**src/rtl/rfphoenix_alu_sched.sv**
```systemverilog
// rfphoenix_alu_sched: round-robin issue scheduler in front of the shared
// integer/compare ALU. S1 registers the granted operands for the ALU and S2
// captures the tagged ALU result under valid/ready backpressure.
module rfphoenix_alu_sched #(
  parameter int unsigned NREQ = 4,
  parameter int unsigned TAGW = 5,
  parameter int unsigned IRW  = 32
) (
  input  logic                     clk_i,
  input  logic                     rst_ni,
  input  logic                     flush_i,
  input  logic [NREQ-1:0]          req_valid_i,
  output logic [NREQ-1:0]          req_ready_o,
  input  logic [NREQ*IRW-1:0]      req_ir_i,
  input  logic [NREQ*32-1:0]       req_a_i,
  input  logic [NREQ*32-1:0]       req_b_i,
  input  logic [NREQ*32-1:0]       req_c_i,
  input  logic [NREQ*32-1:0]       req_imm_i,
  input  logic [NREQ*TAGW-1:0]     req_tag_i,
  output logic [IRW-1:0]           alu_ir_o,
  output logic [31:0]              alu_a_o,
  output logic [31:0]              alu_b_o,
  output logic [31:0]              alu_c_o,
  output logic [31:0]              alu_imm_o,
  input  logic [31:0]              alu_o_i,
  output logic                     res_valid_o,
  input  logic                     res_ready_i,
  output logic [31:0]              res_o,
  output logic [TAGW-1:0]          res_tag_o,
  output logic [$clog2(NREQ)-1:0]  res_src_o
);

  localparam int unsigned SRCW = $clog2(NREQ);

  // S1 operand register
  logic            s1_v_q,   s1_v_d;
  logic [IRW-1:0]  s1_ir_q,  s1_ir_d;
  logic [31:0]     s1_a_q,   s1_a_d;
  logic [31:0]     s1_b_q,   s1_b_d;
  logic [31:0]     s1_c_q,   s1_c_d;
  logic [31:0]     s1_imm_q, s1_imm_d;
  logic [TAGW-1:0] s1_tag_q, s1_tag_d;
  logic [SRCW-1:0] s1_src_q, s1_src_d;

  // S2 result register
  logic            s2_v_q,   s2_v_d;
  logic [31:0]     s2_res_q, s2_res_d;
  logic [TAGW-1:0] s2_tag_q, s2_tag_d;
  logic [SRCW-1:0] s2_src_q, s2_src_d;

  logic [SRCW-1:0] rr_q, rr_d;

  logic            s2_free, s1_adv, s1_free, grant_en, grant;
  logic            gnt_found;
  logic [SRCW-1:0] gnt_idx;
  logic [SRCW:0]   cand_sum;
  logic [SRCW-1:0] cand_idx;

  assign s2_free  = !s2_v_q || res_ready_i;
  assign s1_adv   = s1_v_q && s2_free;
  assign s1_free  = !s1_v_q || s1_adv;
  // Reset gates the grant combinationally so ready drops with rst_ni, not at an edge.
  assign grant_en = rst_ni && s1_free && !flush_i;
  assign grant    = gnt_found && grant_en;

  // Round-robin search: first valid port at or after rr_q, wrapping at NREQ.
  always_comb begin
    gnt_found = 1'b0;
    gnt_idx   = '0;
    cand_sum  = '0;
    cand_idx  = '0;
    for (int unsigned i = 0; i < NREQ; i++) begin
      cand_sum = {1'b0, rr_q} + (SRCW+1)'(i);
      if (cand_sum >= (SRCW+1)'(NREQ)) cand_sum = cand_sum - (SRCW+1)'(NREQ);
      cand_idx = cand_sum[SRCW-1:0];
      if (!gnt_found && req_valid_i[cand_idx]) begin
        gnt_found = 1'b1;
        gnt_idx   = cand_idx;
      end
    end
  end

  // One-hot grant derived only from the search result, never from other readies.
  always_comb begin
    req_ready_o = '0;
    if (grant) req_ready_o[gnt_idx] = 1'b1;
  end

  // Next-state for pointer and both pipeline stages.
  always_comb begin
    rr_d     = rr_q;
    s1_v_d   = s1_v_q;
    s1_ir_d  = s1_ir_q;
    s1_a_d   = s1_a_q;
    s1_b_d   = s1_b_q;
    s1_c_d   = s1_c_q;
    s1_imm_d = s1_imm_q;
    s1_tag_d = s1_tag_q;
    s1_src_d = s1_src_q;
    s2_v_d   = s2_v_q;
    s2_res_d = s2_res_q;
    s2_tag_d = s2_tag_q;
    s2_src_d = s2_src_q;

    if (grant) begin
      rr_d = (gnt_idx == SRCW'(NREQ - 1)) ? '0 : gnt_idx + 1'b1;
    end

    if (flush_i) begin
      s1_v_d = 1'b0;
      s2_v_d = 1'b0;
    end else begin
      if (grant) begin
        s1_v_d   = 1'b1;
        s1_ir_d  = req_ir_i [gnt_idx*IRW  +: IRW];
        s1_a_d   = req_a_i  [gnt_idx*32   +: 32];
        s1_b_d   = req_b_i  [gnt_idx*32   +: 32];
        s1_c_d   = req_c_i  [gnt_idx*32   +: 32];
        s1_imm_d = req_imm_i[gnt_idx*32   +: 32];
        s1_tag_d = req_tag_i[gnt_idx*TAGW +: TAGW];
        s1_src_d = gnt_idx;
      end else if (s1_adv) begin
        s1_v_d = 1'b0;
      end

      if (s1_adv) begin
        s2_v_d   = 1'b1;
        s2_res_d = alu_o_i;
        s2_tag_d = s1_tag_q;
        s2_src_d = s1_src_q;
      end else if (res_ready_i) begin
        s2_v_d = 1'b0;
      end
    end
  end

  // State registers; reset discards any in-flight ops and clears all data.
  always_ff @(posedge clk_i or negedge rst_ni) begin
    if (!rst_ni) begin
      rr_q     <= '0;
      s1_v_q   <= 1'b0;
      s1_ir_q  <= '0;
      s1_a_q   <= '0;
      s1_b_q   <= '0;
      s1_c_q   <= '0;
      s1_imm_q <= '0;
      s1_tag_q <= '0;
      s1_src_q <= '0;
      s2_v_q   <= 1'b0;
      s2_res_q <= '0;
      s2_tag_q <= '0;
      s2_src_q <= '0;
    end else begin
      rr_q     <= rr_d;
      s1_v_q   <= s1_v_d;
      s1_ir_q  <= s1_ir_d;
      s1_a_q   <= s1_a_d;
      s1_b_q   <= s1_b_d;
      s1_c_q   <= s1_c_d;
      s1_imm_q <= s1_imm_d;
      s1_tag_q <= s1_tag_d;
      s1_src_q <= s1_src_d;
      s2_v_q   <= s2_v_d;
      s2_res_q <= s2_res_d;
      s2_tag_q <= s2_tag_d;
      s2_src_q <= s2_src_d;
    end
  end

  assign alu_ir_o    = s1_ir_q;
  assign alu_a_o     = s1_a_q;
  assign alu_b_o     = s1_b_q;
  assign alu_c_o     = s1_c_q;
  assign alu_imm_o   = s1_imm_q;
  assign res_valid_o = s2_v_q;
  assign res_o       = s2_res_q;
  assign res_tag_o   = s2_tag_q;
  assign res_src_o   = s2_src_q;

endmodule

```
**config.mk**
```make
export PLATFORM = sky130hd
export DESIGN_NAME = rfphoenix_alu_sched
export DESIGN_NICKNAME = d
export VERILOG_FILES = /design/src/rtl/rfphoenix_alu_sched.sv
export SDC_FILE = /design/constraint.sdc
export NUM_CORES = 1
export LEC_CHECK = 0
export CORE_AREA = 3 3 346 348
export DETAILED_ROUTE_END_ITERATION = 6
export DIE_AREA = 0 0 349 351
export GPL_TIMING_DRIVEN = 0
export SLEW_MARGIN = 30
export SYNTH_ARGS = -nofsm -noshare
export SYNTH_HDL_FRONTEND = slang
export SYNTH_SLANG_ARGS = --single-unit
```
**constraint.sdc**
```tcl
create_clock -name clk_i -period 8.6 [get_ports clk_i]
set_input_delay 2.58 -clock clk_i [delete_from_list [all_inputs] [get_ports clk_i]]
set_output_delay 2.58 -clock clk_i [all_outputs]
set_load 0.01 [all_outputs]
```
==> results of run 1 <==
worst min-delay path by stage:
stage	slack, ps	from	end	cells after the start
final	480	s1_src_q[0]	s1_src_q[0]	1
after global routing	520	s1_src_q[0]	s1_src_q[0]	1
after CTS	480	s1_src_q[0]	s1_src_q[0]	1
after detailed placement	470	s1_src_q[0]	s1_src_q[0]	1
after global placement	450	s1_src_q[0]	s1_src_q[0]	1
after floorplan	440	s1_src_q[0]	s1_src_q[0]	1
synth_stat cells (2+ instances only):
library cell  number
nand2b_1           3
nor3_1             2
nand2_1          663
and3_1           167
buf_4             15
nor2_1           170
a311oi_2         149
a311oi_1          16
dfrtp_1          210
nor2b_1            2
buf_6              2
buf_2             89
buf_1              3
clkbuf_1          22
inv_1              4
mux2_2            39
a21oi_1            4
o21ai_0            2
a21o_1             2
metal layers:
metal  vias to the layer above  wire length, um
met2                       857            53200
li1                       7276                -
met4                         4             4000
met5                         -               34
met1                      8050            44600
met3                       156             9910
report_power, final:
group	total [mW]	internal [mW]	switching, mW
registers	1.56	1.32	0.236
logic	2.97	1.37	1.59
clock network	1.39	0.828	0.564
state kept, by name (all words and copies together) (netlist names):
name and flops:
res_o 32, s1_tag_q 5, alu_imm_o 32, s1_src_q 2, alu_a_o 32, alu_c_o 32
alu_ir_o 32, rr_q 2, res_src_o 2, res_tag_o 5, alu_b_o 32, res_valid_o 1
s1_v_q 1
logic make-up (layout without fill, tap and decap cells):
group | Yosys count | count (layout) | synth area share
flops | 210 | 210 | 0.400
buf+inv | 137 | 1101 | 0.0534
simple gates | 1012 | 1012 | 0.325
fa+ha+maj | 1 | 1 | 0.000952
mux | 40 | 40 | 0.0343
other cells | 0 | 16 | 0
compound gates | 176 | 176 | 0.187
final cells by class:
type,instances,area share
repair buffers,908,0.363
multi-input cells,1229,0.283
flip-flops and latches,210,0.208
well taps,1524,0.0753
clock buffers,43,0.0348
plain buffers,132,0.0271
clock inverters,13,0.00692
diodes,16,0.00158
inverters,5,0.000791
stage by stage:
stage	power [mW]	utilization
after detailed placement	4.56	0.208
after CTS	6.00	0.217
final	5.92	0.217
after global routing	6.22	0.217
after floorplan	2.72	-
after global placement	4.54	0.207
worst reg2reg max path, cell delays in order, from the launching register on:
cell and delay [ps]:
dfrtp_1 450, mux2_1 350, o221ai_1 190, buf_4 320
clkinv_2 330, buf_4 320, buf_2 290, nand2_1 320
and3_1 230, a311oi_2 40
==> flow_summary.json, run 1 <==
{
  "status": "completed",
  "hp-class": "reg2reg",
  "drive_gt1_frac": 0.141,
  "max_freq_mhz": 120,
  "grt_pass1_vias": 16800,
  "multi_input_area_um2": 7180,
  "cp_slowest_cell": "clkdlybuf4s50_1",
  "cts.sinks": 210,
  "dr.first_iter.drc_count": 1253,
  "post_drt_wl_per_cell_um": 27.4,
  "ys_seq_elements": 210,
  "leakage_nw": 10.3,
  "ant_nets": 0,
  "fill_cells": 12900,
  "initial_utilization": 0.113,
  "grt.busiest_layer": "met2",
  "ir_drop_uv": 160,
  "viasPerCell": 4.01,
  "cts_tree": "done",
  "io_buffers": 903,
  "avgSynthCellArea_um2": 8.33,
  "critPathArrivalTime_ps": 5780,
  "layout_commonest_cell": "clkdlybuf4s50_1",
  "cts_root_buffer": "clkbuf_16",
  "cts_setup_buffers": 0,
  "reg2regPathDepth": 9,
  "fin_nets": 3218,
  "worst_pin_slew_ps": 845,
  "dieArea_um2": 122000,
  "pin_count": 904,
  "slowest_delay_ps": 540,
  "synth_nets": 2277,
  "area_growth_syn_to_layout_pct": 92.8,
  "cts_hold_buf": 0,
  "grt_pass1_wl_mm": 145,
  "syn_inst": 1576,
  "worstPathRequired_ps": 6020,
  "synth_ff_type": "dfrtp_1",
  "yosysTopAreaCell": "dfrtp_1",
  "period_share": 0.972,
  "cp-start-kind": "primary input",
  "dp.cells": 4008,
  "antenna_found_initial": 35,
  "cts_buffers": 31,
  "rsz0062_at_grt": "no",
  "ys_seq_area_frac": 0.400,
  "cts_resized": 0,
  "max_slew_margin": 0.437,
  "hold_viol": 0,
  "cp.depth": 10,
  "core_um2": 117000,
  "fin_area_um2": 25300,
  "place_area_um2": 24200,
  "grtUsageMet3": 0.0530,
  "yosysTopAreaCellShare": 0.400,
  "fin_ws_ps": 238,
  "clk_path_buf_depth": 3,
  "crit_fanout": 10,
  "die_h_um": 351,
  "r2r-end": "alu_imm_o[12]",
  "drt_pass1_iterations": 5,
  "syn_area_um2": 13100,
  "final_cell_mix": "clkdlybuf4s50_1, nand2_1, dfrtp_1, nor2_1, and3_1",
  "rows": 125,
  "fin_hold_ws_ps": 480,
  "ff_latch_area_um2": 5260,
  "cp.buffers_inverters": 6,
  "grt_overflow": 0,
  "synth.area.top_cells": "dfrtp_1, nand2_1, a311oi_2",
  "skew_ps": 27.3,
  "fin_crit_ps": 8360,
  "endpoint": "req_ready_o[3]",
  "crit_path_start": "req_valid_i[0]",
  "grt_max_degree": 69,
  "setup_viol": 0,
  "cap_viol_max_count": 0,
  "globalplace.congestion": 0.950,
  "synth.distinct_cells": 31,
  "clk_pin_slew_ps": 60,
  "crit_family": "buffers and inverters",
  "cp_cell_sequence": "clkdlybuf4s50_1 -> or3b_1 -> o221ai_1 -> buf_4 -> clkinv_2 -> buf_2 -> buf_2 -> ha_1 -> and2_1 -> clkdlybuf4s50_1",
  "grt_use_met2": 0.293,
  "track_usage": 0.172,
  "fin_tns_setup_ps": 0,
  "vias": 16300,
  "dieWidth_um": 349,
  "synth_edf_count": 0,
  "crit_type": "in2out",
  "clock_latency_ps": 620,
  "critPathCaptureType": "output pin",
  "rr_startpoint": "rr_q[1]",
  "hpwl_mm": 92.7,
  "p_per_area_nw_per_um2": 234,
  "place_ws_ps": 77.8,
  "grt_use_met1": 0.205,
  "ys_warn_count": 0,
  "async_flop_share": 1.00,
  "drcViolationCount": 0,
  "r2r_slack_ps": 5590,
  "slew_viol_final": 0,
  "h-tree-depth": 1,
  "instances_no_fill": 4080,
  "finalWirelength_mm": 112
}
No activity file was read; power rests on OpenSTA's default activity.
==> run 2: changes to the inputs <==
--- a/config.mk
+++ b/config.mk
@@ -5,9 +5,11 @@
 export SDC_FILE = /design/constraint.sdc
 export NUM_CORES = 1
 export LEC_CHECK = 0
+export ABC_CLOCK_PERIOD_IN_PS = 8600
 export CORE_AREA = 3 3 346 348
 export DETAILED_ROUTE_END_ITERATION = 6
 export DIE_AREA = 0 0 349 351
+export GPL_ROUTABILITY_DRIVEN = 0
 export GPL_TIMING_DRIVEN = 0
 export SLEW_MARGIN = 30
 export SYNTH_ARGS = -nofsm -noshare
==> flow_summary.json, run 2 (synthesis results as in run 1) <==
{
  "status": "completed",
  "final_cell_mix": "clkdlybuf4s50_1, nand2_1, dfrtp_1, nor2_1, and3_1",
  "cap_viol_max_count": 0,
  "core_um2": 117000,
  "drcViolationCount": 0,
  "antenna_found_initial": 42,
  "grt_overflow": 0,
  "pin_count": 904,
  "critPathArrivalTime_ps": 5700,
  "cts_resized": 1,
  "slew_viol_final": 0,
  "dieWidth_um": 349,
  "post_drt_wl_per_cell_um": 26.2,
  "hold_path_depth": 1,
  "critPathCaptureType": "output pin",
  "worst_pin_slew_ps": 877,
  "setup_viol": 0,
  "ir_drop_uv": 120,
  "ant_nets": 0,
  "layout_commonest_cell": "clkdlybuf4s50_1",
  "finalWirelength_mm": 107,
  "hold_viol": 0,
  "place_ws_ps": -32.5,
  "dr.first_iter.drc_count": 1271,
  "netSwitchingFraction": 0.405,
  "clkPwrFrac": 0.220,
  "rows": 125,
  "cp-start-kind": "primary input",
  "p_seq_frac": 0.269,
  "viasPerCell": 4.08,
  "die_h_um": 351,
  "grt_pass1_wl_mm": 139,
  "fin_tns_setup_ps": 0,
  "cts.sinks": 210,
  "h-tree-depth": 1,
  "vias": 16600,
  "cts_hold_buf": 0,
  "internal_power_mw": 3.43,
  "max_slew_margin": 0.415,
  "skew_ps": 12.5,
  "hp-class": "reg2reg",
  "cp_cell_sequence": "clkdlybuf4s50_1 -> or3b_1 -> o221ai_1 -> buf_4 -> clkinv_4 -> buf_2 -> buf_2 -> ha_1 -> and2_1 -> clkdlybuf4s50_1",
  "fin_ws_ps": 319,
  "cts_tree": "done",
  "crit_type": "in2out",
  "fin_crit_ps": 8280,
  "clk_path_buf_depth": 3,
  "max_freq_mhz": 121,
  "rsz0062_at_grt": "no",
  "cts_root_buffer": "clkbuf_16",
  "leakage_nw": 10.3,
  "min_from": "s1_src_q[0]",
  "track_usage": 0.164,
  "cp.buffers_inverters": 6,
  "worstPathRequired_ps": 6020,
  "cts_setup_buffers": 0,
  "grt_max_degree": 64,
  "r2r_slack_ps": 5580,
  "clock_latency_ps": 610,
  "cp_slowest_cell": "clkdlybuf4s50_1",
  "crit_family": "buffers and inverters",
  "io_buffers": 903,
  "fill_cells": 12900,
  "p_per_area_nw_per_um2": 229,
  "r2r-end": "alu_b_o[27]",
  "min_to": "s1_src_q[0]",
  "fin_nets": 3215,
  "pwr-share-comb": 0.511,
  "drive_gt1_frac": 0.138,
  "rr_startpoint": "rr_q[1]",
  "slowest_delay_ps": 550,
  "crit_path_start": "req_valid_i[0]",
  "grt_pass1_vias": 16600,
  "crit_fanout": 11,
  "power_switching_mw": 2.34,
  "power_mw": 5.77,
  "period_share": 0.963,
  "drt_pass1_iterations": 5,
  "initial_utilization": 0.113,
  "cts_buffers": 29,
  "hpwl_mm": 88.6,
  "reg2regPathDepth": 8,
  "clk_pin_slew_ps": 60,
  "dieArea_um2": 122000,
  "area_growth_syn_to_layout_pct": 91.7
}
==> run 2: cell count changes in the layout (fill, tap and decap cells not counted), sizes merged <==
cell | previous run | this run
bufinv | 4 | 2
clkbuf | 66 | 67
buf | 115 | 114
diode | 16 | 24
inv | 5 | 4
clkinvlp | 1 | 0
clkinv | 8 | 3
==> run 2: area by class of cell <==
type,count,area (um^2),share of cell area
Clock inverter,4,70.1,0.00278
Tap cell,1524,1910,0.0757
Sequential cell,210,5260,0.209
Buffer,132,687,0.0273
Inverter,5,23.8,0.000944
Clock buffer,44,862,0.0342
Antenna cell,24,60.1,0.00238
Multi-Input combinational cell,1229,7180,0.285
Timing Repair Buffer,907,9140,0.363
==> run 2: through the flow <==
stage	utilization	area [um^2]	cells	hold slack, ps
detailed placement	0.208	24200	4007	465
CTS	0.216	25100	4055	479
finish	0.216	25200	4079	474
global route	0.216	25100	4062	505
global placement	0.207	24100	4003	454
floorplan	-	13100	1576	444
==> run 2: worst max path at each step <==
stage	end	slack [ps]	cells past startpoint
2_1_floorplan	req_ready_o[2]	2070	6
3_3_place_gp	req_ready_o[2]	-7820	8
3_5_place_dp	req_ready_o[3]	-30	10
4_1_cts	req_ready_o[3]	150	10
5_1_grt	req_ready_o[3]	110	10
6_report	req_ready_o[3]	320	10
==> run 2: layer usage <==
| layer | track usage | wire, um |
|---|---|---|
| met4 | 0.0567 | 3920 |
| met5 | 0 | 61 |
| met1 | 0.192 | 41100 |
| met3 | 0.0730 | 12300 |
| met2 | 0.267 | 49600 |
==> run 2: power groups by stage <==
stage	logic [mW]	clock network (mW)	registers, mW
2_1_floorplan	1.06	0	1.66
3_3_place_gp	2.95	0	1.55
3_5_place_dp	2.97	0	1.56
4_1_cts	2.99	1.30	1.55
5_1_grt	3.15	1.33	1.59
6_report	2.95	1.27	1.55
